`config.mk`:
```
export PLATFORM = sky130hd
export DESIGN_NAME = im_frame_receiver_p_flat
export DESIGN_NICKNAME = d
export VERILOG_FILES = /design/src/rtl/im_frame_receiver_p_if.sv /design/src/rtl/im_frame_receiver_p.sv /design/src/flat_wrapper.sv
export SDC_FILE = /design/constraint.sdc
export NUM_CORES = 1
export LEC_CHECK = 0
export BUFFER_PORTS_ARGS = -buffer_cell sky130_fd_sc_hd__buf_2
export CAP_MARGIN = 20
export CORE_ASPECT_RATIO = 0.7
export CORE_UTILIZATION = 45
export CTS_CLUSTER_SIZE = 10
export DETAILED_ROUTE_END_ITERATION = 8
export SYNTH_ARGS = -nofsm -noshare
export SYNTH_HDL_FRONTEND = slang
export SYNTH_SLANG_ARGS = --single-unit
export TNS_END_PERCENT = 1
```
`constraint.sdc`:
```
create_clock -name clk13MHz -period 2.59 [get_ports clk13MHz]
set_clock_uncertainty 0.05 [all_clocks]
set_input_delay 0.3885 -clock clk13MHz [delete_from_list [all_inputs] [get_ports clk13MHz]]
set_output_delay 0.3885 -clock clk13MHz [all_outputs]
set_load 0.03 [all_outputs]
```
`src/rtl/im_frame_receiver_p_if.sv`:
```
// Signal bundle between the IM1/IM0 line, the frame receiver and the
// frame buffer/writer: line inputs plus the assembled word stream.
interface im_frame_receiver_p_if #(
    parameter int WORD_W      = 16,
    parameter int FRAME_WORDS = 95
);
    localparam int IDX_W = $clog2(FRAME_WORDS);

    // Line side (asynchronous to clk13MHz)
    logic              HO;
    logic              IM1;
    logic              IM0;

    // Word stream towards the frame buffer
    logic [WORD_W-1:0] dout;
    logic              iVal;
    logic [IDX_W-1:0]  cntWord;
    logic              frmDone;
    logic              frmErr;
    logic [1:0]        errCode;
    logic              busy;

    // Receiver: samples the line, drives the word stream.
    modport master (
        input  HO, IM1, IM0,
        output dout, iVal, cntWord, frmDone, frmErr, errCode, busy
    );

    // Environment: drives the line, consumes the word stream.
    modport slave (
        output HO, IM1, IM0,
        input  dout, iVal, cntWord, frmDone, frmErr, errCode, busy
    );
endinterface

```
`src/rtl/im_frame_receiver_p.sv`:
```
// Parametrised IM1/IM0 frame receiver.
// Qualifies the HO frame marker and the IM1/IM0 pulse lines with a run-length
// filter, assembles WORD_W-bit words MSB-first and streams FRAME_WORDS words
// per frame. Aborts the frame on a bit-gap timeout or on both lines high.
module im_frame_receiver_p #(
    parameter int WORD_W      = 16,
    parameter int FRAME_WORDS = 95,
    parameter int FILT_LEN    = 21,
    parameter int GAP_MAX     = 1023
) (
    input logic                   clk13MHz,
    input logic                   nRST,
    im_frame_receiver_p_if.master bus
);
    localparam int IDX_W = $clog2(FRAME_WORDS);
    localparam int FCW   = $clog2(FILT_LEN + 1);
    localparam int GCW   = $clog2(GAP_MAX + 1);
    localparam int BCW   = $clog2(WORD_W);

    localparam logic [FCW-1:0]   FILT_TOP  = FCW'(FILT_LEN);
    localparam logic [FCW-1:0]   FILT_LAST = FCW'(FILT_LEN - 1);
    localparam logic [GCW-1:0]   GAP_LAST  = GCW'(GAP_MAX - 1);
    localparam logic [BCW-1:0]   BIT_LAST  = BCW'(WORD_W - 1);
    localparam logic [IDX_W-1:0] IDX_LAST  = IDX_W'(FRAME_WORDS - 1);

    localparam logic [1:0] ERR_GAP  = 2'b01;
    localparam logic [1:0] ERR_BOTH = 2'b10;

    typedef enum logic [1:0] {
        ARM  = 2'd0,   // waiting for HO low
        SYNC = 2'd1,   // counting the HO-high marker
        RECV = 2'd2    // assembling words
    } state_t;

    // ------------------------------------------------------------------
    // Input synchronisers
    // ------------------------------------------------------------------
    logic [1:0] ho_sync;
    logic [1:0] im1_sync;
    logic [1:0] im0_sync;
    logic       ho_s;
    logic       im1_s;
    logic       im0_s;

    // Two-flop synchronisers for the three asynchronous line inputs.
    always_ff @(posedge clk13MHz) begin
        // NOTE: sequential state uses non-blocking assignments so every flop samples pre-edge values.
        if (nRST) begin
            ho_sync  <= '0;
            im1_sync <= '0;
            im0_sync <= '0;
        end else begin
            ho_sync  <= {ho_sync[0],  bus.HO};
            im1_sync <= {im1_sync[0], bus.IM1};
            im0_sync <= {im0_sync[0], bus.IM0};
        end
    end

    assign ho_s  = ho_sync[1];
    assign im1_s = im1_sync[1];
    assign im0_s = im0_sync[1];

    // ------------------------------------------------------------------
    // Pulse qualifier
    // ------------------------------------------------------------------
    logic [FCW-1:0] hi1_cnt;    // consecutive IM1-high cycles, saturating
    logic [FCW-1:0] hi0_cnt;    // consecutive IM0-high cycles, saturating
    logic [FCW-1:0] both_cnt;   // consecutive both-high cycles, saturating
    logic [FCW-1:0] low_cnt;    // consecutive both-low cycles, saturating
    logic           armed;
    logic           hit1;
    logic           hit0;
    logic           hit_both;
    logic           hit_low;
    logic           bit_evt;
    logic           bit_val;
    logic           both_evt;

    // Saturating run-length step: restart on an inactive cycle.
    function automatic logic [FCW-1:0] run_next(input logic active,
                                                input logic [FCW-1:0] cnt);
        if (!active)
            return '0;
        else if (cnt == FILT_TOP)
            return cnt;
        else
            return cnt + 1'b1;
    endfunction

    // Flag the single cycle in which each run length reaches FILT_LEN.
    always_comb begin
        // NOTE: every output of this block gets a value on every path, so no latch is inferred.
        hit1     = im1_s && (hi1_cnt == FILT_LAST);
        hit0     = im0_s && (hi0_cnt == FILT_LAST);
        hit_both = im1_s && im0_s && (both_cnt == FILT_LAST);
        hit_low  = !im1_s && !im0_s && (low_cnt == FILT_LAST);
        // A qualified pulse is a bit only while the other line is low; a
        // two-line pulse is reported through both_evt instead.
        bit_evt  = armed && ((hit1 && !im0_s) || (hit0 && !im1_s));
        bit_val  = hit1;
        both_evt = hit_both;
    end

    // Run-length counters and the arm flag (one bit per armed period).
    always_ff @(posedge clk13MHz) begin
        if (nRST) begin
            hi1_cnt  <= '0;
            hi0_cnt  <= '0;
            both_cnt <= '0;
            low_cnt  <= '0;
            armed    <= 1'b0;
        end else begin
            hi1_cnt  <= run_next(im1_s, hi1_cnt);
            hi0_cnt  <= run_next(im0_s, hi0_cnt);
            both_cnt <= run_next(im1_s && im0_s, both_cnt);
            low_cnt  <= run_next(!im1_s && !im0_s, low_cnt);
            if (bit_evt || hit_both)
                armed <= 1'b0;
            else if (hit_low)
                armed <= 1'b1;
        end
    end

    // ------------------------------------------------------------------
    // Frame state machine and word assembly
    // ------------------------------------------------------------------
    state_t            state_q,    state_d;
    logic [FCW-1:0]    ho_cnt_q,   ho_cnt_d;
    logic [WORD_W-1:0] shreg_q,    shreg_d;
    logic [BCW-1:0]    bit_cnt_q,  bit_cnt_d;
    logic [IDX_W-1:0]  idx_q,      idx_d;
    logic [GCW-1:0]    gap_q,      gap_d;
    logic [WORD_W-1:0] dout_q,     dout_d;
    logic [IDX_W-1:0]  cnt_word_q, cnt_word_d;
    logic              ival_q,     ival_d;
    logic              done_q,     done_d;
    logic              err_q,      err_d;
    logic [1:0]        code_q,     code_d;
    logic [WORD_W-1:0] word_next;

    // Next state, counters and output strobes for the frame FSM.
    always_comb begin
        state_d    = state_q;
        ho_cnt_d   = ho_cnt_q;
        shreg_d    = shreg_q;
        bit_cnt_d  = bit_cnt_q;
        idx_d      = idx_q;
        gap_d      = gap_q;
        dout_d     = dout_q;
        cnt_word_d = cnt_word_q;
        ival_d     = 1'b0;
        done_d     = 1'b0;
        err_d      = 1'b0;
        code_d     = code_q;
        word_next  = {shreg_q[WORD_W-2:0], bit_val};

        unique case (state_q)
            ARM: begin
                ho_cnt_d = '0;
                if (!ho_s)
                    state_d = SYNC;
            end

            SYNC: begin
                if (!ho_s) begin
                    ho_cnt_d = '0;
                end else if (ho_cnt_q == FILT_LAST) begin
                    state_d   = RECV;
                    ho_cnt_d  = '0;
                    shreg_d   = '0;
                    bit_cnt_d = '0;
                    idx_d     = '0;
                    gap_d     = '0;
                end else begin
                    ho_cnt_d = ho_cnt_q + 1'b1;
                end
            end

            RECV: begin
                // Timeout outranks a bit arriving in the same cycle; a
                // two-line pulse never coincides with a bit event.
                if (gap_q == GAP_LAST) begin
                    err_d   = 1'b1;
                    code_d  = ERR_GAP;
                    state_d = ARM;
                end else if (both_evt) begin
                    err_d   = 1'b1;
                    code_d  = ERR_BOTH;
                    state_d = ARM;
                end else if (bit_evt) begin
                    gap_d = '0;
                    if (bit_cnt_q == BIT_LAST) begin
                        shreg_d    = word_next;
                        bit_cnt_d  = '0;
                        dout_d     = word_next;
                        ival_d     = 1'b1;
                        cnt_word_d = idx_q;
                        idx_d      = idx_q + 1'b1;
                        if (idx_q == IDX_LAST) begin
                            done_d  = 1'b1;
                            state_d = ARM;
                        end
                    end else begin
                        shreg_d   = word_next;
                        bit_cnt_d = bit_cnt_q + 1'b1;
                    end
                end else begin
                    gap_d = gap_q + 1'b1;
                end
            end

            default: state_d = ARM;
        endcase
    end

    // State, datapath and registered output strobes.
    always_ff @(posedge clk13MHz) begin
        if (nRST) begin
            state_q    <= ARM;
            ho_cnt_q   <= '0;
            shreg_q    <= '0;
            bit_cnt_q  <= '0;
            idx_q      <= '0;
            gap_q      <= '0;
            dout_q     <= '0;
            cnt_word_q <= '0;
            ival_q     <= 1'b0;
            done_q     <= 1'b0;
            err_q      <= 1'b0;
            code_q     <= 2'b00;
        end else begin
            state_q    <= state_d;
            ho_cnt_q   <= ho_cnt_d;
            shreg_q    <= shreg_d;
            bit_cnt_q  <= bit_cnt_d;
            idx_q      <= idx_d;
            gap_q      <= gap_d;
            dout_q     <= dout_d;
            cnt_word_q <= cnt_word_d;
            ival_q     <= ival_d;
            done_q     <= done_d;
            err_q      <= err_d;
            code_q     <= code_d;
        end
    end

    assign bus.dout    = dout_q;
    assign bus.iVal    = ival_q;
    assign bus.cntWord = cnt_word_q;
    assign bus.frmDone = done_q;
    assign bus.frmErr  = err_q;
    assign bus.errCode = code_q;
    assign bus.busy    = (state_q != ARM);

endmodule

```
`src/flat_wrapper.sv`:
```
// flat-port wrapper written by rule: the top's interface ports become plain ports
module im_frame_receiver_p_flat 
#(
    parameter int WORD_W      = 16,
    parameter int FRAME_WORDS = 95,
    parameter int FILT_LEN    = 21,
    parameter int GAP_MAX     = 1023
)
  (clk13MHz, nRST, bus_HO, bus_IM1, bus_IM0, bus_dout, bus_iVal, bus_cntWord, bus_frmDone, bus_frmErr, bus_errCode, bus_busy);
  im_frame_receiver_p_if #(.WORD_W(WORD_W), .FRAME_WORDS(FRAME_WORDS)) bus_i ();
  input logic clk13MHz;
  input logic nRST;
  input wire logic [$bits(bus_i.HO)-1:0] bus_HO;
  input wire logic [$bits(bus_i.IM1)-1:0] bus_IM1;
  input wire logic [$bits(bus_i.IM0)-1:0] bus_IM0;
  output wire logic [$bits(bus_i.dout)-1:0] bus_dout;
  output wire logic [$bits(bus_i.iVal)-1:0] bus_iVal;
  output wire logic [$bits(bus_i.cntWord)-1:0] bus_cntWord;
  output wire logic [$bits(bus_i.frmDone)-1:0] bus_frmDone;
  output wire logic [$bits(bus_i.frmErr)-1:0] bus_frmErr;
  output wire logic [$bits(bus_i.errCode)-1:0] bus_errCode;
  output wire logic [$bits(bus_i.busy)-1:0] bus_busy;
  assign bus_i.HO = bus_HO;
  assign bus_i.IM1 = bus_IM1;
  assign bus_i.IM0 = bus_IM0;
  assign bus_dout = bus_i.dout;
  assign bus_iVal = bus_i.iVal;
  assign bus_cntWord = bus_i.cntWord;
  assign bus_frmDone = bus_i.frmDone;
  assign bus_frmErr = bus_i.frmErr;
  assign bus_errCode = bus_i.errCode;
  assign bus_busy = bus_i.busy;
  im_frame_receiver_p #(.WORD_W(WORD_W), .FRAME_WORDS(FRAME_WORDS), .FILT_LEN(FILT_LEN), .GAP_MAX(GAP_MAX)) u_core (.clk13MHz(clk13MHz), .nRST(nRST), .bus(bus_i));
endmodule
```
==> run summary <==
outcome: finished clean
Max Clock Freq: 448 MHz
Post-CTS Resized: 0
Slowest-stage cell, CP: or4_1
Final Max Slew Viols: 0
reg-to-reg slack, setup: 360 ps
total congestion overflow: 0
NumNets Final: 510
Post-synth EDFFs: 0
vias in the first global route: 2997
reg2reg path depth: 7
synth warn: 0
via count: 3256
max_cap viols: 0
initial antenna violation count: 0
core area: 9220 um2
GRT met2 Usage: 26.0%
Post-CTS Hold Buffers: 0
RSZ-0062 raised after global routing: false
Diodes inserted: 0
kind of start point of the critical path: flop
Die ar.: 10000 um2
CP Data Required Time: 2800 ps
Hold Startpoint: bus_HO
clk slew on worst S/H paths: 60 ps
Vias/cell: 5.34
top cells by area, synth: dfxtp_1 45%, mux2i_1 6.9%, ha_1 6.3%, nor2_1 4.2%, a21oi_1 3.6%
Hold Crit Endpoint: u_core.ho_sync[0]$_SDFF_PP0_
Fin. Hold Viols: 0
Period minus WS final: 2230 ps
r2r endpoint: u_core.gap_q[4]$_SDFFE_PP0P_
Setup TNS Final: 0 ps
GRT met3 Usage: 5.30%
Critical R2R Launch: u_core.gap_q[0]$_SDFFE_PP0P_
Die H: 84.2 um
Final setup viols: 0
drc violations: 0
largest net degree at the start of global routing: 43
IO Port Bufs: 33
syn_nets: 479
crit path max fanout: 20
Post-CTS Setup Bufs: 0
routed len/inst: 13.5 um
top_reg_cell synth: dfxtp_1
Seq cells post-synth: 98
CP peak stage delay: 540 ps
first-pass GRT wire length: 14300 um
Synth Instances: 452
worst hold stages: 2
worst rel slew slack: 44.9%
kind of critical path: flop to flop
ANT nets after route: 0
Detailed Place HPWL: 5810 um
Core Util, Final: 53.5%
layout cells sized above 1: 13.2%
met1 usage: 25.0%
synth unique cells: 54
initial DRC count: 135
Placer Congestion: 0.779
IO Pins: 34
final worst-path cycle share: 86.1%
clk_lat worst skew: 330 ps
Starting Density: 47.1%
clock tree buffer depth: 2
Syn Area/Cell: 9.60 um2
worst-path cell chain: inv_1 -> ha_1 -> and4_1 -> and3_1 -> o21a_1 -> or4_1 -> a21oi_1
slew of the pin with the lowest slew margin: 825 ps
Post-synth top cells: 98 x dfxtp_1, 48 x nor2_1, 31 x a21oi_1
register area share after synthesis: 45.2%
min-delay worst type: input pin to flop
DRT Wirelength: 8240 um
Critical path buffers and inverters: 1
Layout area overhead: 13.6%
FP Rows: 29
Syn Std Cell Area: 4340 um2
Top delay family on crit path: simple AND/OR/NAND/NOR gates
hold slack: 215 ps
VDD IR max: 411 uV
H-tree depth: 3
clock root cell: clkbuf_16
Overall Global Routing Usage: 17.8%
area share of the largest cell type after synthesis: 45.2%
gr busiest metal: met2
CTS tree: yes
Fillers: 867
die width: 119 um
arrival time at the worst endpoint: 2440 ps
most common cell in the netlist: dfxtp_1
clock sinks: 98
async set-reset flop share out of synthesis: 0%
1st-pass router iterations: 4
pwr dens: 714 nW/um2
CP Capture Type: flop
Num CTS Buffers: 9
dominant cell type by area after synthesis: dfxtp_1
Leak: 2.04 nW
## metrics by stage
| stage | total power, mW | worst slack (ps) | area [um2] | cells |
|---|---|---|---|---|
| 2_1_floorplan | 1.98 | 616 | 4340 | 452 |
| 3_3_place_gp | 2.09 | 470 | 4600 | 596 |
| 3_5_place_dp | 2.11 | 382 | 4600 | 596 |
| 4_1_cts | 3.56 | 360 | 4930 | 610 |
| 5_1_grt | 3.69 | 209 | 4930 | 610 |
| 6_report | 3.52 | 359 | 4930 | 610 |
## area by class of cell
cell class                 instances  area (um2)  share of cell area, %
inverter                          17        63.8                   1.29
multi-input combinational        319        2220                   45.0
sequential                        98        1960                   39.8
clock inverter                     2        60.1                   1.22
clock buffer                      12         267                   5.41
tap                              124         155                   3.15
timing repair buffer              38         203                   4.11
## worst reg2reg max path: cells and delay by family (launching register included)
| kind | cells | cell delay, ps |
|---|---|---|
| simple gates | 3 | 940 |
| compound gates | 2 | 520 |
| flops | 1 | 370 |
| fa+ha+maj | 1 | 210 |
| buf+inv | 1 | 60 |
## cells in the final DEF, fill, tap and decap left out, drive strengths merged, types with 4 or more instances in the layout
cell type / instances
nand3: 22
a22o: 16
nor2: 48
mux2i: 30
xor2: 4
or4: 11
clkbuf: 12
nand2b: 12
nand2: 25
o31ai: 8
xnor2: 13
nand4: 8
a21oi: 32
nor2b: 9
o21ai: 9
dfxtp: 98
or3: 7
ha: 22
inv: 17
and2: 4
and3: 4
buf: 38
## report_power, final
group	total, mW	internal [mW]	switching [mW]
combinational	0.502	0.155	0.348
clock	1.45	0.914	0.532
sequential	1.57	1.54	0.0299
## state kept, by name (all words and copies together), names as in the netlist
name	cells
u_core.low_cnt	5
u_core.bus.iVal	1
u_core.bus.frmDone	1
u_core.hi1_cnt	5
u_core.idx_q	7
u_core.bit_cnt_q	4
u_core.armed	1
u_core.gap_q	10
u_core.shreg_q	15
u_core.bus.frmErr	1
u_core.hi0_cnt	5
u_core.bus.cntWord	7
u_core.bus.errCode	2
u_core.both_cnt	5
u_core.ho_sync	2
u_core.im0_sync	2
u_core.bus.dout	16
u_core.ho_cnt_q	5
u_core.im1_sync	2
u_core.state_q	2
## routing by layer
| metal | up-vias | wire length, um |
|---|---|---|
| li1 | 1661 | - |
| met1 | 1536 | 4360 |
| met2 | 52 | 3440 |
| met3 | 7 | 357 |
| met4 | 0 | 78 |
| met5 | - | 0 |
## worst max path at each step
stage	start	cells past startpoint	endpoint	slack, ps
floorplan	u_core.gap_q[0]$_SDFFE_PP0P_	8	u_core.gap_q[6]$_SDFFE_PP0P_	620
global placement	u_core.gap_q[0]$_SDFFE_PP0P_	7	u_core.gap_q[6]$_SDFFE_PP0P_	470
detailed placement	u_core.gap_q[0]$_SDFFE_PP0P_	7	u_core.gap_q[6]$_SDFFE_PP0P_	380
CTS	u_core.gap_q[0]$_SDFFE_PP0P_	7	u_core.gap_q[5]$_SDFFE_PP0P_	360
global route	u_core.state_q[0]$_SDFFE_PP0P_	8	u_core.shreg_q[3]$_SDFFE_PP0P_	210
finish	u_core.gap_q[0]$_SDFFE_PP0P_	7	u_core.gap_q[4]$_SDFFE_PP0P_	360
## cells by family (layout without fill, tap and decap cells)
family / after synthesis / count (layout) / share of synthesized area (%)
compound gates: 84 / 84 / 13.8
xor+xnor: 17 / 17 / 3.43
fa+ha+maj: 22 / 22 / 6.34
buf+inv: 35 / 69 / 3.66
flops: 98 / 98 / 45.2
mux: 30 / 30 / 6.92
simple gates: 166 / 166 / 20.6
Note: power is estimated with default switching activity, not from simulation.
